===== src/rtl/serial_adder.sv =====
`default_nettype none
// ============================================================================
// Module   : serial_adder
// Brief    : Bit-serial adder/subtractor, one bit per clock LSB first, with a
//            start/busy/done handshake and carry/overflow flags.
// Revision : 1.0 - initial release
// ============================================================================
module serial_adder #(
  parameter int WIDTH = 8
) (
  input  logic             clk,
  input  logic             rst,
  input  logic             start,
  input  logic             sub,
  input  logic [WIDTH-1:0] a,
  input  logic [WIDTH-1:0] b,
  output logic             busy,
  output logic             done,
  output logic [WIDTH-1:0] sum,
  output logic             carry_out,
  output logic             overflow
);

  localparam int              CNT_W    = $clog2(WIDTH) + 1;
  localparam logic [CNT_W-1:0] CNT_LAST = CNT_W'(WIDTH - 1);

  typedef enum logic [1:0] {
    IDLE = 2'd0,
    RUN  = 2'd1,
    DONE = 2'd2
  } state_t;

  state_t             state_q, state_d;
  logic [WIDTH-1:0]   op_a_q, op_a_d;
  logic [WIDTH-1:0]   op_b_q, op_b_d;
  logic               carry_q, carry_d;
  logic [CNT_W-1:0]   cnt_q, cnt_d;
  logic [WIDTH-1:0]   sum_q, sum_d;
  logic               cout_q, cout_d;
  logic               ovf_q, ovf_d;

  logic               w_bit;
  logic               w_cout;
  logic [WIDTH-1:0]   w_shift;

  // op_a doubles as the result register: each sum bit enters at the MSB as
  // the consumed operand bit leaves at the LSB.
  assign w_bit   = op_a_q[0] ^ op_b_q[0] ^ carry_q;
  assign w_cout  = (op_a_q[0] & op_b_q[0]) | (op_a_q[0] & carry_q) | (op_b_q[0] & carry_q);
  assign w_shift = (op_a_q >> 1) | (WIDTH'(w_bit) << (WIDTH - 1));

  always_comb begin
    state_d = state_q;
    op_a_d  = op_a_q;
    op_b_d  = op_b_q;
    carry_d = carry_q;
    cnt_d   = cnt_q;
    sum_d   = sum_q;
    cout_d  = cout_q;
    ovf_d   = ovf_q;
    case (state_q)
      IDLE, DONE: begin
        if (start) begin
          op_a_d  = a;
          op_b_d  = sub ? ~b : b;
          carry_d = sub;
          cnt_d   = '0;
          state_d = RUN;
        end else begin
          state_d = IDLE;
        end
      end
      RUN: begin
        op_a_d  = w_shift;
        op_b_d  = op_b_q >> 1;
        carry_d = w_cout;
        cnt_d   = cnt_q + CNT_W'(1);
        if (cnt_q == CNT_LAST) begin
          sum_d   = w_shift;
          cout_d  = w_cout;
          ovf_d   = carry_q ^ w_cout;
          state_d = DONE;
        end
      end
      default: state_d = IDLE;
    endcase
  end

  always_ff @(posedge clk) begin
    if (rst) begin
      state_q <= IDLE;
      op_a_q  <= '0;
      op_b_q  <= '0;
      carry_q <= 1'b0;
      cnt_q   <= '0;
      sum_q   <= '0;
      cout_q  <= 1'b0;
      ovf_q   <= 1'b0;
    end else begin
      state_q <= state_d;
      op_a_q  <= op_a_d;
      op_b_q  <= op_b_d;
      carry_q <= carry_d;
      cnt_q   <= cnt_d;
      sum_q   <= sum_d;
      cout_q  <= cout_d;
      ovf_q   <= ovf_d;
    end
  end

  assign busy      = (state_q == RUN);
  assign done      = (state_q == DONE);
  assign sum       = sum_q;
  assign carry_out = cout_q;
  assign overflow  = ovf_q;

endmodule
`default_nettype wire


===== config.mk =====
export PLATFORM = sky130hd
export DESIGN_NAME = serial_adder
export DESIGN_NICKNAME = d
export VERILOG_FILES = /design/src/rtl/serial_adder.sv
export SDC_FILE = /design/constraint.sdc
export NUM_CORES = 1
export LEC_CHECK = 0
export ABC_AREA = 1
export CAP_MARGIN = 40
export CORE_MARGIN = 10
export CORE_UTILIZATION = 50
export DETAILED_ROUTE_END_ITERATION = 6
export HOLD_SLACK_MARGIN = 0.15
export PLACE_DENSITY_LB_ADDON = 0.15
export RECOVER_POWER = 50
export SLEW_MARGIN = 0
export SYNTH_ARGS = -nofsm -noshare
export SYNTH_HDL_FRONTEND = slang
export SYNTH_SLANG_ARGS = --single-unit

===== constraint.sdc =====
create_clock -name clk -period 3.5 [get_ports clk]
set_clock_uncertainty 0.2 [all_clocks]
set_input_delay 0.7 -clock clk [delete_from_list [all_inputs] [get_ports clk]]
set_output_delay 0.7 -clock clk [all_outputs]
set_load 0.01 [all_outputs]

==> results of run 1 <==
[through the flow]
step	cells	util [%]	area, um^2	setup slack, ps	total power, uW
3_3_place_gp	302	63.6	1970	1170	541
3_5_place_dp	302	63.6	1970	1150	544
2_1_floorplan	233	-	1650	1820	505
6_report	310	64.8	2010	880	827
5_1_grt	310	64.8	2010	771	867
4_1_cts	310	66.4	2060	783	840
[state kept, by name, indices dropped and copies added, names as in the netlist]
signal     flops
carry_out      1
carry_q        1
cnt_q          4
op_a_q         8
op_b_q         8
overflow       1
state_q        2
sum            8
[power breakdown]
group | switching (uW) | internal, uW
Clock | 130 | 171
Combinational | 67.4 | 51.8
Sequential | 14.1 | 393
[final timing paths]
kind | from | end | slack (ps)
worst min-delay path | op_b_q[7]$_SDFFE_PP0P_ | op_b_q[7]$_SDFFE_PP0P_ | 290
worst max register to register | state_q[0]$_SDFFE_PP0P_ | op_b_q[0]$_SDFFE_PP0P_ | 1550
worst min register to register | op_b_q[7]$_SDFFE_PP0P_ | op_b_q[7]$_SDFFE_PP0P_ | 290
worst max-delay path | state_q[0]$_SDFFE_PP0P_ | busy | 880
[cell usage in the layout, fill, tap and decap left out]
master	Yosys	routed
nand3_1	32	32
xor2_1	1	1
buf_4	2	2
fa_1	1	1
a21oi_1	5	13
dfxtp_1	33	33
nand2_2	12	11
nand2_1	67	69
ha_1	1	1
inv_2	2	1
bufinv_16	0	1
clkdlybuf4s50_1	0	29
o21ai_0	11	11
inv_1	38	39
nor2_1	6	7
clkbuf_4	0	5
xnor2_1	1	1
clkbuf_1	2	1
clkbuf_8	0	1
a21oi_2	10	2
dlygate4sd3_1	0	2
nor2_4	3	2
nand2_4	2	1
[logic make-up (layout without fill, tap and decap cells)]
group | count (synthesis) | count (layout) | share of synthesized area (%)
AND/OR/NAND/NOR | 122 | 122 | 34.3
adder cells (fa/ha/maj) | 2 | 2 | 1.97
flip-flops | 33 | 33 | 40.1
AO/OA/AOI/OAI | 26 | 26 | 10.2
buffers and inverters | 48 | 81 | 12.4
XOR/XNOR | 2 | 2 | 1.06
[final cells by class]
class	count	area [um^2]
clock buffer	7	55.1
timing repair buffer	33	325
multi-input combinational	152	736
clock inverter	1	30.0
fill	319	1090
sequential	33	661
inverter	40	150
tap	44	55.1
[worst max-delay path, stage by stage, from the launching register on]
cell,delay [ps]
dfxtp_1,410
inv_2,70
nor2_4,70
buf_4,250
clkdlybuf4s50_1,580
[per-layer routing]
metal  routed length, um  share of wire (%)  global-route usage, %
met1                1720                 47                   14.2
met2                1670                 46                   19.0
met3                 181                5.0                   3.80
met4                  62                1.7                   6.75
met5                   0                  0                      0
==> reports/metrics.csv, run 1 <==
metric,value,unit
DRC Markers,0,
initial antenna violation count,0,
syn avg cell area,7.08,um^2
clock latency on the worst-skew pair,340,ps
"EDFF count, synth",0,
Detailed Route WL,3630,um
nets,287,
data arrival time of the critical path,1720,ps
static leakage,0.000909,uW
setup bufs post-CTS,0,
vias in the first global route,1342,
row count,20,
P&R area growth vs syn,22.0,%
Gate Count Post-Synth,233,
drt initial violations,102,
Setup CP Type,reg2out,
post-synthesis sequential area ratio,40.1,%
max_slew headroom,19.5,%
Most used DFF post-synth,dfxtp_1,
Syn Nets,255,
first-pass GRT wire length,6110,um
fin crit period,2620,ps
Clock Sinks,33,
Synth top cells by count,"nand2_1, inv_1, dfxtp_1",
hold path depth,2,
DRT Pass-1 Iters,4,
R2R depth,5,
gr ovfl total,0,
critical path startpoint category,register,
layout cell share with drive strength beyond 1,9.77,%
Initial Util,53.1,%
Worst Max-Slew Pin Slew,1200,ps
Port Buffers,31,
final setup fails,0,
htree depth,2,
Vias,1465,
Fmax achieved,382,MHz
clk slew on worst S/H paths,110,ps
number of synthesis warnings,0,
RSZ-0062 raised after global routing,no,
vias per cell,4.73,
"Gates resized, CTS repair",0,
"flops & latches, synth",33,
GP Congestion,0.798,
"Slew Viols, Final",0,
cell taking the most area after synthesis,dfxtp_1,
Die H,77.4,um
async set-or-reset flop fraction in the synthesized netlist,0,%
period utilization,74.9,%
root buf cell,clkbuf_4,
Die ar.,0.00600,mm^2
Final Hold Viols,0,
Routed Antenna Nets,0,
Min-Delay Path Class,reg2reg,
# IOs,32,
Max-Cap Viols,0,
wire per inst,11.7,um
library cells used by synthesis,21,
WHS,286,ps
worst endpoint required time,2600,ps
P per Cell Area,411,mW/mm^2
Worst setup EP type,output port,
Synth area leaders,"dfxtp_1, nand2_1, nand3_1",
die width,77.4,um
largest net degree at the start of global routing,23,
n_diodes,0,
cts bufs inserted,5,
VDD IR max,0.261,mV
clock buffer depth,2,
CTS tree,done,
most frequent cell after synthesis,nand2_1,
run status,completed,
Detail Placement HPWL,2630,um
Fin Setup TNS,0,ps
mapped cell area,0.00165,mm^2
Core Region,0.00310,mm^2
Hold Buf Count CTS,0,
largest fanout on the critical path,22,
total track usage,12.1,%
Yosys top cell area share,40.1,%
Power figures use the tool's default switching activity.
==> inputs of run 2 (changes only) <==
- clock period: 3.5 -> 2.7 ns (I/O delays scaled with it)
==> reports/metrics.csv, run 2 (same netlist as run 1, synthesis figures left out) <==
metric,value,unit,change
Slowest Stage Delay on Critical Path,860,ps,+280 ps
DRC Markers,0,,unchanged
clock latency on the worst-skew pair,340,ps,about the same
period utilization,86.5,%,
data arrival time of the critical path,2430,ps,+710 ps
"commonest non-fill, non-tap cell in the layout",nand2_1,,
drt initial violations,81,,-21%
Routed Antenna Nets,0,,unchanged
P per Cell Area,488,mW/mm^2,+19%
Port Buffers,31,,unchanged
gr ovfl total,0,,unchanged
fin crit period,2340,ps,
Util after Layout,64.7,%,-0.16 points
setup bufs post-CTS,0,,unchanged
Max-Cap Viols,0,,unchanged
Clock Sinks,33,,unchanged
row count,20,,unchanged
static leakage,0.000904,uW,-0.56%
"Slew Viols, Final",0,,unchanged
n_diodes,0,,unchanged
Die ar.,0.00600,mm^2,unchanged
worst endpoint required time,2790,ps,+190 ps
initial antenna violation count,0,,unchanged
Worst setup EP type,register,,
Slowest cell on crit path,nor2_1,,
vias in the first global route,1423,,+6.0%
"Gates resized, CTS repair",0,,unchanged
Detailed Route WL,3840,um,+5.7%
Final Hold Viols,0,,unchanged
Setup CP Type,in2reg,,
cts bufs inserted,5,,unchanged
root buf cell,clkbuf_4,,
max_slew headroom,22.3,%,+2.8 points
Filler Cells Inserted,320,,+0.31%
RSZ-0062 raised after global routing,no,,
nets,289,,+0.70%
final setup fails,0,,unchanged
wire per inst,12.4,um,+5.4%
most frequent cells in the layout,"nand2_1, inv_1, dfxtp_1",,
first-pass GRT wire length,6570,um,+7.4%
VDD IR max,0.295,mV,+13%
clock buffer depth,2,,unchanged
Die H,77.4,um,unchanged
die width,77.4,um,unchanged
Fmax achieved,428,MHz,
Min-Delay Path Class,reg2reg,,
Detail Placement HPWL,2770,um,+5.4%
Fin Setup TNS,0,ps,unchanged
total power,979,uW,+18%
total track usage,13.2,%,+1.1 points
GP Congestion,0.772,,-3.3%
Hold Buf Count CTS,0,,unchanged
critical path buffer and inverter count,3,,unchanged
Worst Max-Slew Pin Slew,1160,ps,-42.3 ps
largest fanout on the critical path,17,,-23%
Initial Util,53.1,%,unchanged
Vias,1502,,+2.5%
clk slew on worst S/H paths,100,ps,about the same
critical path startpoint category,input port,,
CTS tree,done,,
htree depth,2,,unchanged
layout cell share with drive strength beyond 1,10.9,%,+1.1 points
Core Region,0.00310,mm^2,unchanged
Worst path top cell family by delay,simple AND/OR/NAND/NOR gates,,
"critical path, cell by cell",dlygate4sd3_1 > inv_1 > nor2_1 > nand3_1 > nand3_1 > nand2_1 > inv_1,,
vias per cell,4.83,,+2.2%
P&R area growth vs syn,21.7,%,
# IOs,32,,unchanged
run status,completed,,
DRT Pass-1 Iters,4,,unchanged
largest net degree at the start of global routing,22,,-4.3%
run 2: cell count changes in the layout (fill, tap and decap cells not counted), moves of 2 or more:
| cell | delta |
|---|---|
| buf_4 | +2 |
| nand2_1 | +2 |
| a21oi_1 | -6 |
| a21oi_2 | +6 |
| nand2_2 | -2 |
run 2: through the flow:
| step | setup WS [ps] | hold slack (ps) | instance area [um^2] | cells |
|---|---|---|---|---|
| after floorplan | 1180 | 247 | 1650 | 233 |
| after global placement | 643 | 262 | 1990 | 304 |
| after detailed placement | 605 | 263 | 1990 | 304 |
| after CTS | 382 | 278 | 2040 | 311 |
| after global routing | 235 | 314 | 2010 | 311 |
| final | 365 | 286 | 2010 | 311 |
run 2: layout make-up:
type	count	area, um^2	share of cell area (%)
inverter	40	150	7.48
multi-input combinational	152	746	37.2
tap	44	55.1	2.74
clock buffer	7	55.1	2.74
sequential	33	661	32.9
timing repair buffer	35	340	17.0
run 2: routing by layer:
layer,global-route usage [%],part of all wire [%]
met5,0,0
met4,6.02,1.5
met3,4.15,6.1
met1,15.8,48
met2,21.1,45
run 2: tightest hold or removal path: stages, from the launching register on:
cell and delay (ps):
dfxtp_1 320, nand2_1 80, a21oi_2 50
run 2: worst paths after layout:
check                      endpoint                    start  cells after the start  slack (ps)
max          op_b_q[6]$_SDFFE_PP0P_                    start                      7         360
min          op_b_q[7]$_SDFFE_PP0P_   op_b_q[7]$_SDFFE_PP0P_                      2         290
max reg2reg  op_b_q[6]$_SDFFE_PP0P_  state_q[0]$_SDFFE_PP0P_                      5         800
min reg2reg  op_b_q[7]$_SDFFE_PP0P_   op_b_q[7]$_SDFFE_PP0P_                      2         290
run 2: report_power, final:
group | internal (uW) | switching (uW) | total [uW]
registers | 510 | 17.9 | 527
clock network | 123 | 166 | 289
logic | 70.1 | 92.3 | 162
total | 703 | 276 | 979
